<file path="src/rtl/noc_flit_pkg.sv">
// Shared flit encodings, requester state type and small helpers for the
// NoC port requester.
package noc_flit_pkg;

    localparam logic [2:0] FLIT_NONE   = 3'b000;
    localparam logic [2:0] FLIT_HEADER = 3'b001;
    localparam logic [2:0] FLIT_BODY   = 3'b010;
    localparam logic [2:0] FLIT_TAIL   = 3'b100;

    localparam int LEN_W = 12;

    typedef enum logic [1:0] {
        ST_IDLE    = 2'd0,
        ST_REQUEST = 2'd1,
        ST_ACTIVE  = 2'd2,
        ST_STALLED = 2'd3
    } req_state_e;

    // Increment that sticks at all-ones instead of wrapping.
    function automatic logic [LEN_W-1:0] len_sat_inc(input logic [LEN_W-1:0] v);
        return (v == {LEN_W{1'b1}}) ? v : v + 1'b1;
    endfunction

endpackage

</file>
<file path="src/rtl/noc_flit_fifo.sv">
// Synchronous show-ahead flit FIFO: o_head always presents the oldest entry.
// A push into a full FIFO is ignored even when a pop happens the same cycle.
module noc_flit_fifo #(
    parameter int W     = 35,
    parameter int DEPTH = 4
) (
    input  logic         clk,
    input  logic         rst,
    input  logic         i_push,
    input  logic [W-1:0] i_din,
    input  logic         i_pop,
    output logic [W-1:0] o_head,
    output logic         o_full,
    output logic         o_empty
);
    localparam int AW = $clog2(DEPTH);
    localparam logic [AW:0] CNT_FULL = (AW+1)'(DEPTH);

    logic [W-1:0]  r_mem [DEPTH];
    logic [AW-1:0] r_wr_ptr;
    logic [AW-1:0] r_rd_ptr;
    logic [AW:0]   r_count;
    logic          w_push_ok;
    logic          w_pop_ok;

    assign o_full    = (r_count == CNT_FULL);
    assign o_empty   = (r_count == '0);
    assign o_head    = r_mem[r_rd_ptr];
    assign w_push_ok = i_push & ~o_full;
    assign w_pop_ok  = i_pop & ~o_empty;

    // Storage array; contents are don't-care until written.
    always_ff @(posedge clk) begin
        if (w_push_ok) r_mem[r_wr_ptr] <= i_din;
    end

    // Pointer and occupancy bookkeeping.
    always_ff @(posedge clk) begin
        if (rst) begin
            r_wr_ptr <= '0;
            r_rd_ptr <= '0;
            r_count  <= '0;
        end else begin
            if (w_push_ok) r_wr_ptr <= r_wr_ptr + 1'b1;
            if (w_pop_ok)  r_rd_ptr <= r_rd_ptr + 1'b1;
            case ({w_push_ok, w_pop_ok})
                2'b10:   r_count <= r_count + 1'b1;
                2'b01:   r_count <= r_count - 1'b1;
                default: r_count <= r_count;
            endcase
        end
    end

endmodule

</file>
<file path="src/rtl/noc_port_requester.sv">
// Requester side of the router port arbitration handshake. Buffers one input
// channel, requests the port from the arbiter and forwards flits while granted.
// Optional packet length checker (len_err output) enabled by NOC_REQ_LEN_CHECK_EN.
module noc_port_requester
    import noc_flit_pkg::*;
#(
    parameter int DATA_W = 32,
    parameter int DEPTH  = 4
) (
    input  logic              clk,
    input  logic              rst,
    input  logic              in_valid,
    output logic              in_ready,
    input  logic [2:0]        in_flit_id,
    input  logic [DATA_W-1:0] in_data,
    input  logic              grant,
    output logic              req,
    output logic [2:0]        req_flit_id,
    output logic [LEN_W-1:0]  req_length,
    output logic              out_valid,
    output logic [2:0]        out_flit_id,
    output logic [DATA_W-1:0] out_data,
`ifdef NOC_REQ_LEN_CHECK_EN
    output logic              len_err,
`endif
    output logic              proto_err
);
    req_state_e          r_state;
    req_state_e          w_state_nxt;
    logic [LEN_W-1:0]    r_req_length;
    logic                r_out_valid;
    logic [2:0]          r_out_flit_id;
    logic [DATA_W-1:0]   r_out_data;
    logic                r_proto_err;

    logic [DATA_W+2:0]   w_head;
    logic [2:0]          w_head_id;
    logic [DATA_W-1:0]   w_head_data;
    logic                w_full;
    logic                w_empty;
    logic                w_pop;
    logic                w_fwd;
    logic                w_hdr_pop;
    logic                w_latch_len;
    logic                w_set_perr;
    logic [2:0]          w_req_flit_id;

    noc_flit_fifo #(.W(DATA_W + 3), .DEPTH(DEPTH)) u_fifo (
        .clk     (clk),
        .rst     (rst),
        .i_push  (in_valid),
        .i_din   ({in_flit_id, in_data}),
        .i_pop   (w_pop),
        .o_head  (w_head),
        .o_full  (w_full),
        .o_empty (w_empty)
    );

    assign w_head_id   = w_head[DATA_W+2:DATA_W];
    assign w_head_data = w_head[DATA_W-1:0];
    assign in_ready    = ~w_full;
    assign req         = (r_state != ST_IDLE);
    assign req_flit_id = w_req_flit_id;
    assign req_length  = r_req_length;
    assign out_valid   = r_out_valid;
    assign out_flit_id = r_out_flit_id;
    assign out_data    = r_out_data;
    assign proto_err   = r_proto_err;

    // Next-state, pop and error decisions. A header reaching the head while a
    // packet is still open means its tail was lost: re-request for the new packet.
    always_comb begin
        w_state_nxt   = r_state;
        w_pop         = 1'b0;
        w_fwd         = 1'b0;
        w_hdr_pop     = 1'b0;
        w_latch_len   = 1'b0;
        w_set_perr    = 1'b0;
        w_req_flit_id = FLIT_NONE;
        case (r_state)
            ST_IDLE: begin
                if (!w_empty) begin
                    if (w_head_id == FLIT_HEADER) begin
                        w_latch_len = 1'b1;
                        w_state_nxt = ST_REQUEST;
                    end else begin
                        w_pop      = 1'b1;
                        w_set_perr = 1'b1;
                    end
                end
            end
            ST_REQUEST: begin
                w_req_flit_id = FLIT_HEADER;
                if (grant && !w_empty) begin
                    w_pop       = 1'b1;
                    w_fwd       = 1'b1;
                    w_hdr_pop   = 1'b1;
                    w_state_nxt = ST_ACTIVE;
                end
            end
            ST_ACTIVE: begin
                w_req_flit_id = w_empty ? FLIT_NONE : w_head_id;
                if (!w_empty && w_head_id == FLIT_HEADER) begin
                    w_set_perr  = 1'b1;
                    w_latch_len = 1'b1;
                    w_state_nxt = ST_REQUEST;
                end else if (!grant) begin
                    w_state_nxt = ST_STALLED;
                end else if (!w_empty) begin
                    w_pop = 1'b1;
                    w_fwd = 1'b1;
                    if (w_head_id == FLIT_TAIL) w_state_nxt = ST_IDLE;
                end
            end
            ST_STALLED: begin
                w_req_flit_id = FLIT_BODY;
                if (!w_empty && w_head_id == FLIT_HEADER) begin
                    w_set_perr  = 1'b1;
                    w_latch_len = 1'b1;
                    w_state_nxt = ST_REQUEST;
                end else if (grant) begin
                    w_state_nxt = ST_ACTIVE;
                    if (!w_empty) begin
                        w_pop = 1'b1;
                        w_fwd = 1'b1;
                        if (w_head_id == FLIT_TAIL) w_state_nxt = ST_IDLE;
                    end
                end
            end
            default: w_state_nxt = ST_IDLE;
        endcase
    end

    // State, length latch, forwarded-flit register and sticky protocol error.
    always_ff @(posedge clk) begin
        if (rst) begin
            r_state       <= ST_IDLE;
            r_req_length  <= '0;
            r_out_valid   <= 1'b0;
            r_out_flit_id <= '0;
            r_out_data    <= '0;
            r_proto_err   <= 1'b0;
        end else begin
            r_state     <= w_state_nxt;
            r_out_valid <= w_fwd;
            if (w_latch_len) r_req_length <= w_head_data[LEN_W-1:0];
            if (w_fwd) begin
                r_out_flit_id <= w_head_id;
                r_out_data    <= w_head_data;
            end
            if (w_set_perr) r_proto_err <= 1'b1;
        end
    end

`ifdef NOC_REQ_LEN_CHECK_EN
    logic [LEN_W-1:0] r_len_cnt;
    logic [LEN_W-1:0] w_len_cnt_inc;
    logic             r_len_err;

    assign w_len_cnt_inc = len_sat_inc(r_len_cnt);
    assign len_err       = r_len_err;

    // Count forwarded flits of the current packet (header counts as one) and
    // compare against the advertised length when the tail leaves.
    always_ff @(posedge clk) begin
        if (rst) begin
            r_len_cnt <= '0;
            r_len_err <= 1'b0;
        end else if (w_hdr_pop) begin
            r_len_cnt <= LEN_W'(1);
        end else if (w_fwd) begin
            r_len_cnt <= w_len_cnt_inc;
            if (w_head_id == FLIT_TAIL && w_len_cnt_inc != r_req_length) r_len_err <= 1'b1;
        end
    end
`endif

endmodule

</file>
<file path="config.mk">
export PLATFORM = sky130hd
export DESIGN_NAME = noc_port_requester
export DESIGN_NICKNAME = d
export VERILOG_FILES = /design/src/rtl/noc_flit_pkg.sv /design/src/rtl/noc_flit_fifo.sv /design/src/rtl/noc_port_requester.sv
export SDC_FILE = /design/constraint.sdc
export NUM_CORES = 1
export LEC_CHECK = 0
export BUFFER_PORTS_ARGS = -buffer_cell sky130_fd_sc_hd__buf_2
export CAP_MARGIN = 20
export CORE_AREA = 4 4 136 138
export DETAILED_ROUTE_END_ITERATION = 8
export DIE_AREA = 0 0 140 142
export PLACE_DENSITY = 0.66
export SYNTH_ARGS = -nofsm -noshare
export SYNTH_HDL_FRONTEND = slang
export SYNTH_SLANG_ARGS = --single-unit
export TNS_END_PERCENT = 10
</file>
<file path="constraint.sdc">
create_clock -name clk -period 2.8 [get_ports clk]
set_clock_uncertainty 0.15 [all_clocks]
set_input_delay 0.14 -clock clk [delete_from_list [all_inputs] [get_ports clk]]
set_output_delay 0.14 -clock clk [all_outputs]
set_load 0.01 [all_outputs]
</file>
==> impl_results.md, run 1 <==
* Outcome: completed
* Most frequent cell after synthesis: edfxtp_1
* Vias at 4345
* Max Freq at 377 MHz
* Global-route wire length before repair at 24800 microns
* Cells after DPL at 784
* CTS root buffer: clkbuf_16
* Slew HR at 43.4%
* Sequential area share after synthesis at 71.1%
* Top FF cell, synth: edfxtp_1
* Routed wire length at 15400 microns
* Post-synth ARST share at 0%
* Critical Path RT at 2.96 ns
* Top-level I/O count at 93
* DIE AREA at 19900 sq um
* Clock tree buffer depth at 2
* Die Width at 140 microns
* Placement Rows at 48
* Crit path kind: flop to flop
* GPL Wtd Cong at 0.795
* Finish-stage setup viols at 0
* # H-tree levels at 4
* Post-route setup TNS at 0 ns
* Worst-Skew Late Latency at 0.42 ns
* Largest cells by area after synthesis: edfxtp_1 (55%), dfxtp_1 (16%), mux4_2 (10%), nand2_1 (3.3%), mux2i_1 (2.0%)
* Post-Syn Nets at 521
* Via density at 5.08
* Starting Density at 44.3%
* Final period util at 94.8%
* Dpl hpwl at 9670 microns
* Post-synth EDFFs at 140
* Unrepaired setup endpoints after global routing: false
* Routed Antenna Nets at 0
* Clk sinks at 200
* Initial antenna violation count at 0
* Final Cell Area at 9390 sq um
* Share of cells above drive strength 1 at 33.8%
* Area leader, netlist: edfxtp_1
* Power Density at 871 nW/um^2
* Port-buffer cells at 92
* Ant diodes at 0
* Pin count of the biggest net entering global routing at 37
* Slew Limit Fails at 0
* Yosys warns at 0
* Worst hold-check path type: input pin to flop
* Maximum vdd drop at 469 uV
* FF+latch count, synth at 200
* Residual DRC at 0
* Crit. End Element: flop
* Multi-input logic area at 2070 sq um
* Final hold viol count at 0
* CTS tree: built
* Layout Cells excl Fill at 855
* WHS at 0.196 ns
* GRT Residual Overflow at 0
* Initial drt markers at 238
* Vias in the first global route at 4679
* Nets at 661
* Core area at 17200 sq um
* Cells after synthesis at 477
* Max cap viols at 0
* Post-synth top area share at 55.3%
* Die Span Y at 142 microns
* Synthesized area at 7610 sq um
* Layout fillers at 1458
* Post-layout min period at 2.65 ns
* CTS clk-pin slew, worst paths at 0.07 ns
* FF+latch area at 5410 sq um
* DRT Pass-1 Iters at 4
* Syn_area_per_cell at 15.9 sq um
* Area added between synthesis and finish at 23.5%
* Commonest cells post-synth: edfxtp_1 (140), nand2_1 (66), dfxtp_1 (60)
* Placed cell area at 8420 sq um
* WL per Instance at 18.0 microns
* Worst-path maximum fanout at 5
* Slew @ Worst Pin at 0.849 ns
* All-Layer GR Usage at 16.1%
* TritonCTS buffer count at 17
* Crit path launch type: flop
* Synth unique cells at 45
* Critical Path AT at 2.81 ns
* LEAKAGE at 0.00341 uW
stage by stage:
step	util, %	total power, uW	worst slack, ns
6_report	54.7	8180	0.146
5_1_grt	54.7	8590	0.0478
4_1_cts	54.5	8240	0.0672
3_5_place_dp	49.0	5820	0.0688
3_3_place_gp	49.0	5760	0.112
2_1_floorplan	-	5210	0.000676
flip-flops by register name, indices dropped and copies added (netlist names), named ones only:
name             cells
u_fifo.r_mem       140
out_data            32
req_length          12
out_flit_id          3
u_fifo.r_count       3
r_state              2
u_fifo.r_rd_ptr      2
u_fifo.r_wr_ptr      2
out_valid            1
proto_err            1
report_power, final:
group,total [uW],internal [uW],switching (uW)
registers,3730,3560,177
logic,2060,952,1110
clock network,2380,1330,1050
total,8180,5840,2340
cells by family (layout without fill, tap and decap cells):
group                      after synthesis  count (layout)  synth area share [%]
DFF                                    200             200                  71.1
and+or+nand+nor                        129             129                  7.94
AOI/OAI and AO/OA                       54              54                  4.80
muxes                                   51              51                  12.5
buffers and inverters                   33             186                  2.22
adders and majority gates                5               5                 0.921
xor gates and xnor gates                 5               5                 0.576
area by class of cell:
class	count	area share (%)
Tap cell	225	3.00
Sequential cell	200	57.6
Multi-Input combinational cell	244	22.1
Inverter	5	0.200
Clock inverter	13	1.55
Timing Repair Buffer	149	11.0
Clock buffer	19	4.61
routing by layer:
layer,up-vias,track usage (%),routed length [microns]
li1,2059,-,-
met1,2207,19.1,6560
met4,0,5.92,234
met3,17,3.86,456
met5,-,0,0
met2,62,28.7,8120
worst max-delay path, stage by stage (launching register included):
cell and delay, ns:
dfxtp_4 0.39, mux4_2 0.51, nand4bb_4 0.24, and2_4 0.16, fa_2 0.40, nor3_1 0.27, a221oi_2 0.11, mux2_1 0.31
path summary, 6_finish.rpt:
| path | start | to | slack, ns | cells past startpoint |
|---|---|---|---|---|
| setup reg to reg | flop | u_fifo.r_count[2] | 0.15 | 7 |
| hold / removal | in_valid | u_fifo.r_wr_ptr[0] | 0.20 | 4 |
| hold reg to reg | out_data[16] | out_data[16] | 0.31 | 2 |
| setup / recovery | flop | u_fifo.r_count[2] | 0.15 | 7 |
cell usage in the layout (no fill, tap or decap), types with 2 or more instances in the layout:
cell type,n
mux4_2,35
and4_1,2
and3_2,4
a221oi_2,2
nor3_1,3
nor2b_1,3
clkinv_4,3
buf_4,16
nand2_1,66
ha_1,4
or3_1,2
nand3_1,4
inv_1,5
buf_2,92
clkbuf_16,17
bufinv_16,2
edfxtp_1,140
xnor2_1,4
mux2i_1,15
inv_6,2
dlygate4sd3_1,37
clkinv_1,2
clkinvlp_4,3
a21oi_1,29
dfxtp_1,58
nor2_1,26
a21oi_2,10
o21ai_0,3
buf_12,4
clkbuf_1,2
nand2_2,10
what timing repair did:
action | 4_1_cts | 5_1_grt
hold endpoints to repair | 148 | 0
gates resized for setup | 0 | 2
hold buffers | 37 | 0
setup buffers | 0 | 2
endpoints found under the setup margin | 0 | 1
Power figures use the tool's default switching activity.
==> run 2, diff against run 1 <==
--- a/config.mk
+++ b/config.mk
@@ -5,11 +5,12 @@
 export SDC_FILE = /design/constraint.sdc
 export NUM_CORES = 1
 export LEC_CHECK = 0
+export ABC_AREA = 1
 export BUFFER_PORTS_ARGS = -buffer_cell sky130_fd_sc_hd__buf_2
 export CAP_MARGIN = 20
-export CORE_AREA = 4 4 136 138
+export CORE_AREA = 4 4 139 141
 export DETAILED_ROUTE_END_ITERATION = 8
-export DIE_AREA = 0 0 140 142
+export DIE_AREA = 0 0 143 145
 export PLACE_DENSITY = 0.66
 export SYNTH_ARGS = -nofsm -noshare
 export SYNTH_HDL_FRONTEND = slang
==> impl_results.md, run 2 <==
* WHS at 0.0231 ns
* TritonCTS buffer count at 17
* Clock tree buffer depth at 2
* Initial drt markers at 405
* Commonest cells after routing, fill and taps aside: edfxtp_1 (140), nor2_1 (97), buf_2 (92)
* Nets at 836
* Setup slack, reg-to-reg at 0.25 ns
* Crit path launch type: flop
* Area leader, netlist: edfxtp_1
* All-Layer GR Usage at 17.6%
* Yosys warns at 0
* Layout Cells excl Fill at 1035
* Final hold viol count at 0
* Residual DRC at 0
* Power Total at 8750 uW
* Reg-to-reg endpoint: u_fifo.r_count[2]
* Logic pwr share at 30.7%
* Worst hold-check path type: input pin to flop
* Initial antenna violation count at 1
* GRT Residual Overflow at 0
* Worst hold path depth at 6
* Max Freq at 393 MHz
* Dpl hpwl at 11100 microns
* # H-tree levels at 4
* Cells after DPL at 967
* WL per Instance at 17.0 microns
* CTS root buffer: clkbuf_16
* Die Width at 143 microns
* GPL Wtd Cong at 0.784
* Placement Rows at 49
* Largest register FFs at 140
* Vias at 5449
* Slew @ Worst Pin at 0.641 ns
* Post-Syn Nets at 713
* Slew Limit Fails at 0
* Top-level I/O count at 93
* Power Density at 914 nW/um^2
* Post-CTS Setup Repair Bufs at 0
* Sequential area share after synthesis at 67.7%
* Post-layout min period at 2.55 ns
* Share of cells above drive strength 1 at 28.7%
* Crit. End Element: flop
* Post-synth top area share at 52.6%
* Maximum vdd drop at 440 uV
* LEAKAGE at 0.00353 uW
* Global-route wire length before repair at 28600 microns
* Via density at 5.26
* Sequential power share at 43.4%
* Pin count of the biggest net entering global routing at 39
* CTS tree: built
* Synth unique cells at 32
* DIE AREA at 20700 sq um
* FF+latch count, synth at 200
* Worst-Skew Late Latency at 0.44 ns
* Commonest cells post-synth: edfxtp_1 (140), nor2_1 (101), o21ai_0 (85)
* Post-synth EDFFs at 140
* P_int at 5660 uW
* Sink of the worst hold path: u_fifo.r_count[1]
* Final period util at 90.9%
* Hold Crit Start: in_valid
* Worst-path maximum fanout at 15
* Most frequent cell after synthesis: edfxtp_1
* Worst stage delay on the critical path at 0.48 ns
* Sw Pwr at 3090 uW
* Starting Density at 44.5%
* Core area at 18000 sq um
* Vias in the first global route at 5604
* Clk pwr share at 25.9%
* Max cap viols at 0
* Clk sinks at 200
* Routed wire length at 17600 microns
* Crit-path cells: buf_6, nand3_2, nand2_4, nand4_4, nand2_4, nand2_2, nand2_2, inv_1, fa_1, inv_1, nand3_1, a21oi_1, nor2_1
* Area added between synthesis and finish at 19.9%
* Critical Path RT at 2.97 ns
* Die Span Y at 145 microns
* Cells after synthesis at 669
* Slew HR at 57.3%
* Routed Antenna Nets at 0
* Post-synth ARST share at 0%
* Sw frac at 35.3%
* Crit path kind: flop to flop
* Unrepaired setup endpoints after global routing: false
* Critical Path AT at 2.72 ns
* Worst reg-to-reg path cell count at 13
* Top FF cell, synth: edfxtp_1
* Top reg by flops: u_fifo.r_mem
* Port-buffer cells at 92
* Outcome: completed
* CTS clk-pin slew, worst paths at 0.07 ns
* Worst path slowest cell: fa_1
* Largest cells by area after synthesis: edfxtp_1 (53%), dfxtp_1 (15%), o21ai_0 (5.3%), nor2_1 (4.7%), a21oi_2 (3.2%)
* Synthesized area at 7990 sq um
* Most common cell after layout, fill and taps aside: edfxtp_1
* DRT Pass-1 Iters at 5
* Syn_area_per_cell at 11.9 sq um
* Finish-stage setup viols at 0
## run 2: cell count changes after synthesis, sizes merged, moves of 15 or more
| cell | previous run | this run |
|---|---|---|
| o21ai | 3 | 86 |
| nor2 | 26 | 104 |
| nand3 | 4 | 52 |
| mux4 | 35 | 0 |
| o22ai | 1 | 32 |
| inv | 5 | 27 |
| mux2i | 15 | 0 |
## run 2: cell type report
class | count | area, sq um
tap | 229 | 287
fill | 1535 | 8390
multi-input combinational | 400 | 2240
sequential | 200 | 5410
inverter | 27 | 104
timing repair buffer | 146 | 995
clock buffer | 18 | 429
clock inverter | 14 | 118
antenna | 1 | 2.50
## run 2: power groups by stage
stage	sequential (uW)	combinational [uW]	clock (uW)
2_1_floorplan	3890	1870	0
3_3_place_gp	3840	2570	0
3_5_place_dp	3860	2650	0
4_1_cts	3800	2710	2310
5_1_grt	3840	3000	2440
6_report	3790	2690	2270
## run 2: worst max-delay path by stage
stage / end / cells after the start / slack, ns
floorplan: u_fifo.r_mem[0][0] / 5 / -0.07
global placement: u_fifo.r_count[2] / 13 / 0.34
detailed placement: u_fifo.r_count[2] / 13 / 0.21
CTS: u_fifo.r_count[2] / 13 / 0.21
global route: u_fifo.r_count[2] / 13 / 0.02
finish: u_fifo.r_count[2] / 13 / 0.25
## run 2: per-layer routing
layer  wire [microns]  GRT usage, %  vias up
met1             7400          21.6     2638
met5                0             0        -
met3             1040          4.31       18
met2             8890          29.9      168
met4              272          6.84        0
li1                 -             -     2625
## run 2: stage by stage
step	setup WS [ns]	setup TNS (ns)	util (%)	cell area (sq um)
after floorplan	-0.0733	-10.26	-	7990
after global placement	0.342	0	48.3	8670
after detailed placement	0.212	0	48.3	8670
after CTS	0.209	0	53.3	9570
after global routing	0.0195	0	53.3	9580
final	0.254	0	53.3	9580
## run 2: logic make-up (layout without fill, tap and decap cells)
kind of cell / Yosys count / count (layout) / share of synthesized area (%)
flip-flops: 200 / 200 / 67.7
AND/OR/NAND/NOR: 228 / 228 / 14.4
adder cells (fa/ha/maj): 5 / 5 / 0.877
buffers and inverters: 69 / 205 / 4.70
other: 0 / 1 / 0
AO/OA/AOI/OAI: 167 / 167 / 12.4
## run 2: worst max-delay path: cells and delay by family, from the launching register on
family                   cells  cell delay, ns
AO/OA/AOI/OAI                1            0.17
AND/OR/NAND/NOR              8            0.82
flip-flops                   1            0.46
adder cells (fa/ha/maj)      1            0.48
buffers and inverters        3            0.36
## run 2: repair_timing
| item | 4_1_cts | 5_1_grt |
|---|---|---|
| endpoints found under the hold margin | 140 | 0 |
| gates resized for setup | 0 | 1 |
| hold buffers | 35 | 0 |
| setup endpoints to repair | 0 | 1 |
